==> src/rtl/sm_fetch_queue.sv <==
// sm_fetch_queue: instruction fetch stage in front of the schoolRISCV
// combinational instruction ROM.
//
// The stage owns the PC and drives the ROM word address. Each cycle it can
// capture the returned word and its PC into a small circular FIFO. Decode
// reads the FIFO head through a valid/ready handshake. A redirect flushes
// the FIFO and reloads the PC.
//
// Handshake: the head is consumed on a cycle where out_valid && out_ready is
// seen at the rising edge, unless redirect_valid is also high; in that case
// the flush wins and nothing is consumed. out_valid never depends
// combinationally on out_ready. While out_valid is high the head stays
// stable until it is consumed or flushed.
//
// Ports:
//   clk, rst          rising-edge clock, async active-high reset
//   imem_addr         ROM word address = pc >> 2
//   imem_rd           ROM data for imem_addr, same cycle
//   redirect_valid/pc request a PC change (low two bits ignored)
//   out_valid/ready   head handshake toward decode
//   out_instr/pc/err  head entry; all zero while the FIFO is empty
//   level             current FIFO occupancy
module sm_fetch_queue #(
  parameter logic [31:0] RESET_PC = 32'h0000_0000,
  parameter int unsigned ROM_SIZE = 64,
  parameter int unsigned DEPTH    = 2
) (
  input  logic                       clk,
  input  logic                       rst,
  output logic [31:0]                imem_addr,
  input  logic [31:0]                imem_rd,
  input  logic                       redirect_valid,
  input  logic [31:0]                redirect_pc,
  output logic                       out_valid,
  input  logic                       out_ready,
  output logic [31:0]                out_instr,
  output logic [31:0]                out_pc,
  output logic                       out_err,
  output logic [$clog2(DEPTH+1)-1:0] level
);

  localparam int unsigned PW  = $clog2(DEPTH);
  localparam int unsigned LW  = $clog2(DEPTH + 1);
  localparam logic [31:0] NOP = 32'h0000_0013;

  logic [31:0]   pc_q, pc_d;
  logic [PW-1:0] wr_q, wr_d;
  logic [PW-1:0] rd_q, rd_d;
  logic [LW-1:0] level_q, level_d;

  logic [31:0] mem_pc    [DEPTH];
  logic [31:0] mem_instr [DEPTH];
  logic        mem_err   [DEPTH];

  logic pop;
  logic push;
  logic fetch_err;

  assign imem_addr = {2'b00, pc_q[31:2]};
  assign fetch_err = (imem_addr >= ROM_SIZE);

  assign out_valid = (level_q != '0);
  // A flush discards the head, so it never counts as consumed.
  assign pop  = out_valid & out_ready & ~redirect_valid;
  // A full FIFO may still accept a word when the head leaves the same cycle.
  assign push = ~redirect_valid & ((level_q < LW'(DEPTH)) | pop);

  always_comb begin
    pc_d    = pc_q;
    wr_d    = wr_q;
    rd_d    = rd_q;
    level_d = level_q;
    if (redirect_valid) begin
      pc_d    = redirect_pc & ~32'h0000_0003;
      wr_d    = '0;
      rd_d    = '0;
      level_d = '0;
    end else begin
      if (push) begin
        pc_d = pc_q + 32'd4;
        wr_d = wr_q + PW'(1);
      end
      if (pop) begin
        rd_d = rd_q + PW'(1);
      end
      case ({push, pop})
        2'b10:   level_d = level_q + LW'(1);
        2'b01:   level_d = level_q - LW'(1);
        default: level_d = level_q;
      endcase
    end
  end

  always_ff @(posedge clk or posedge rst) begin
    if (rst) begin
      pc_q    <= RESET_PC;
      wr_q    <= '0;
      rd_q    <= '0;
      level_q <= '0;
    end else begin
      pc_q    <= pc_d;
      wr_q    <= wr_d;
      rd_q    <= rd_d;
      level_q <= level_d;
    end
  end

  // Storage needs no reset: entries are only visible while level_q != 0.
  always_ff @(posedge clk) begin
    if (push) begin
      mem_pc[wr_q]    <= pc_q;
      mem_instr[wr_q] <= fetch_err ? NOP : imem_rd;
      mem_err[wr_q]   <= fetch_err;
    end
  end

  assign out_pc    = out_valid ? mem_pc[rd_q]    : 32'd0;
  assign out_instr = out_valid ? mem_instr[rd_q] : 32'd0;
  assign out_err   = out_valid & mem_err[rd_q];
  assign level     = level_q;

endmodule

==> config.mk <==
export PLATFORM = sky130hd
export DESIGN_NAME = sm_fetch_queue
export DESIGN_NICKNAME = d
export VERILOG_FILES = /design/src/rtl/sm_fetch_queue.sv
export SDC_FILE = /design/constraint.sdc
export NUM_CORES = 1
export LEC_CHECK = 0
export CAP_MARGIN = 0
export CORE_MARGIN = 3
export CORE_UTILIZATION = 44
export CTS_BUF_LIST = sky130_fd_sc_hd__clkbuf_4 sky130_fd_sc_hd__clkbuf_8 sky130_fd_sc_hd__clkbuf_16
export DETAILED_ROUTE_END_ITERATION = 7
export PLACE_DENSITY = 0.72
export SKIP_LAST_GASP = 1
export SLEW_MARGIN = 15
export SYNTH_ARGS = -nofsm -noshare
export SYNTH_HDL_FRONTEND = slang
export SYNTH_SLANG_ARGS = --single-unit
==> constraint.sdc <==
create_clock -name clk -period 14.45 [get_ports clk]
set_input_delay 2.1675 -clock clk [delete_from_list [all_inputs] [get_ports clk]]
set_output_delay 2.1675 -clock clk [all_outputs]
set_load 0.005 [all_outputs]
==> results.toml <==
[finish]
nFillCells = 1231
drive_gt1_share_pct = 7.70
instances_no_fill = 912
mostFrequentLayoutCells = "160 x clkdlybuf4s50_1, 126 x edfxtp_1, 70 x nor2_1, 64 x mux2i_1, 37 x nand2_1"
nets = 758
n_antenna_cell = 0
layout_commonest_cell = "clkdlybuf4s50_1"
utilization_pct = 61.5
area_delta_synth_final_pct = 35.3

[floorplanning]
die_area_mm2 = 0.0174
die_h_um = 132
die_w_um = 132
start_util_pct = 45.4
io_pins = 168
rows = 45
core-area_mm2 = 0.0153

[clocking]
htree_levels = 4
numCtsBuffers = 17
cts-root-buf = "clkbuf_16"
cts_buffer_depth = 2
hold_buffers = 0
clk_pin_slew_ns = 0.06
cts_tree = "yes"
post_cts_buffers = 0
worstSkewPairLatency_ns = 0.42
cts_resized = 0
cts.sink_count = 160

[worst_setup_path]
required_ns = 12.28
reg2reg_slack_ns = 12.10
crit_chain = "mux2i_1, nor2_1, clkdlybuf4s50_1"
path_class = "register to primary output"
crit_arrival_ns = 2.54
ff2ff_path_depth = 5
cp_max_fo = 64
timing.rr.end = "mem_instr[1][1]$_DFFE_PP_"
cpMaxStageDelayCell = "dfrtp_4"
rr_startpoint = "pc_q[18]$_DFFE_PP0N_"
setup.worst_path.end_class = "primary output"
critPathMaxStageDelay_ns = 1.18
cp-start-kind = "register"

[synth]
synthArstFlopShare_pct = 21.3
synthTopCellsByArea = "edfxtp_1 54%, dfrtp_1 12%, mux2i_1 9.2%"
synth_top_area_share_pct = 54.4
syn_area_per_cell_um2 = 13.1
synth-edff-count = 126
seq_area_frac_synth_pct = 66.6
synthFlopType = "edfxtp_1"
synth_area_mm2 = 0.00696
ys_warn_count = 0
synth_cells = 531
yosysTopAreaCell = "edfxtp_1"
synth.distinct_cells = 44
ys_seq_elements = 160

[global_route]
grt_usage_pct = 18.4
overflow = 0
antenna_found_initial = 0
grt_pass1_vias = 4835
grt_pass1_wl_um = 25300
grt_max_degree = 68

[power_and_ir_drop]
p_leak_uw = 0.00334
power_density_mw_per_mm2 = 130
ir_drop_mv = 0.0892

[sta]
period_minus_slack_ns = 4.71
drv_slew = 0
final-hold-violation-count = 0
finalSetupViolations = 0
rsz0062_at_grt = "false"
fmax_mhz = 212
slew_headroom_pct = 23.7
worst_slew_pin_slew_ns = 1.15
period_share_pct = 32.6
tns_ns = 0
finalClockSkew_ns = 0.00710

[place]
place_inst = 880
hpwl_um = 9880
io_buffers = 161
place.gp.congestion = 0.829

[hold_path]
worstHoldPathCells = 0
min_path_type = "register to register"
min_to = "mem_pc[0][30]$_DFFE_PP_"
min-delay-start = "pc_q[30]$_DFFE_PP0N_"

[detailed_routing]
drtIter0Drc = 259
first_pass_iters = 4
wl_met1_um = 6950
wire_per_inst_um = 17.0
route.met3.wl_um = 1160
met2_length_um = 7120
wl_um = 15500
drc = 0
viasPerCell = 5.05
top_layer_used = "met4"
dr_total_vias = 4608
ant_nets = 0

[status]
outcome = "complete, no violations"

[job]
drv_cap = 0
-- sequential cells by signal (all words and copies together), names as in the netlist --
name	cells
mem_instr	64
rd_q	1
level	2
wr_q	1
mem_pc	60
mem_err	2
pc_q	30
-- kinds of logic after synthesis --
| logic type | Yosys count | synth area share (%) |
|---|---|---|
| AOI/OAI and AO/OA | 38 | 3.29 |
| xor gates and xnor gates | 30 | 3.78 |
| adders and majority gates | 2 | 0.360 |
| buffers and inverters | 40 | 2.59 |
| DFF | 160 | 66.6 |
| muxes | 65 | 9.37 |
| other | 1 | 0.0539 |
| and+or+nand+nor | 195 | 14.0 |
-- worst max path at each step --
stage | slack [ns] | to | start
2_1_floorplan | 6.65 | mem_err[0]$_DFFE_PP_ | redirect_valid
3_3_place_gp | 9.89 | mem_pc[1][19]$_DFFE_PP_ | redirect_valid
3_5_place_dp | 9.82 | mem_instr[1][7]$_DFFE_PP_ | redirect_valid
4_1_cts | 9.67 | out_pc[16] | rd_q$_DFFE_PP0P_
5_1_grt | 9.60 | out_instr[31] | rd_q$_DFFE_PP0P_
6_report | 9.74 | out_pc[13] | rd_q$_DFFE_PP0P_
-- worst max-delay path: cells and delay by family, from the launching register on --
kind / cells / cell delay [ns]
and+or+nand+nor: 1 / 0.17
DFF: 1 / 1.18
buffers and inverters: 1 / 0.53
muxes: 1 / 0.22
-- Yosys cell counts (all sizes together), types with 7 or more instances --
| master | n |
|---|---|
| nor4 | 7 |
| clkbuf | 17 |
| nand2 | 37 |
| o21ai | 28 |
| mux2i | 64 |
| xor2 | 24 |
| buf | 14 |
| dfrtp | 34 |
| nand3 | 11 |
| inv | 9 |
| edfxtp | 126 |
| and2 | 31 |
| nand4 | 20 |
| nor2 | 71 |
-- through the flow --
stage | total power (uW) | setup slack (ns) | hold slack [ns] | area, um2
after floorplan | 647 | 6.65 | 0.525 | 6970
after global placement | 748 | 9.89 | 0.571 | 8770
after detailed placement | 752 | 9.82 | 0.579 | 8770
after CTS | 1240 | 9.67 | 0.599 | 9410
after global routing | 1270 | 9.60 | 0.630 | 9410
final | 1220 | 9.74 | 0.593 | 9410
-- layout make-up --
cell class	instances	area [um2]	share of cell area, %
well taps	211	264	2.80
clock inverters	14	213	2.26
multi-input cells	334	2190	23.2
repair buffers	166	1640	17.5
flip-flops and latches	160	4640	49.3
clock buffers	18	433	4.60
inverters	9	33.8	0.359
-- layer usage --
metal | global-route usage [%] | vias up
li1 | - | 2218
met2 | 28.5 | 174
met4 | 7.70 | 0
met5 | 0 | -
met3 | 5.69 | 16
met1 | 24.4 | 2200
-- power by group --
| group | leakage, uW | internal, uW | total (uW) | switching [uW] |
|---|---|---|---|---|
| combinational | 0.00142 | 97.6 | 167 | 69.3 |
| clock | 0.000309 | 308 | 484 | 176 |
| sequential | 0.00161 | 535 | 574 | 38.3 |
| total | 0.00334 | 941 | 1220 | 283 |
(Power assumes the default switching activity.)
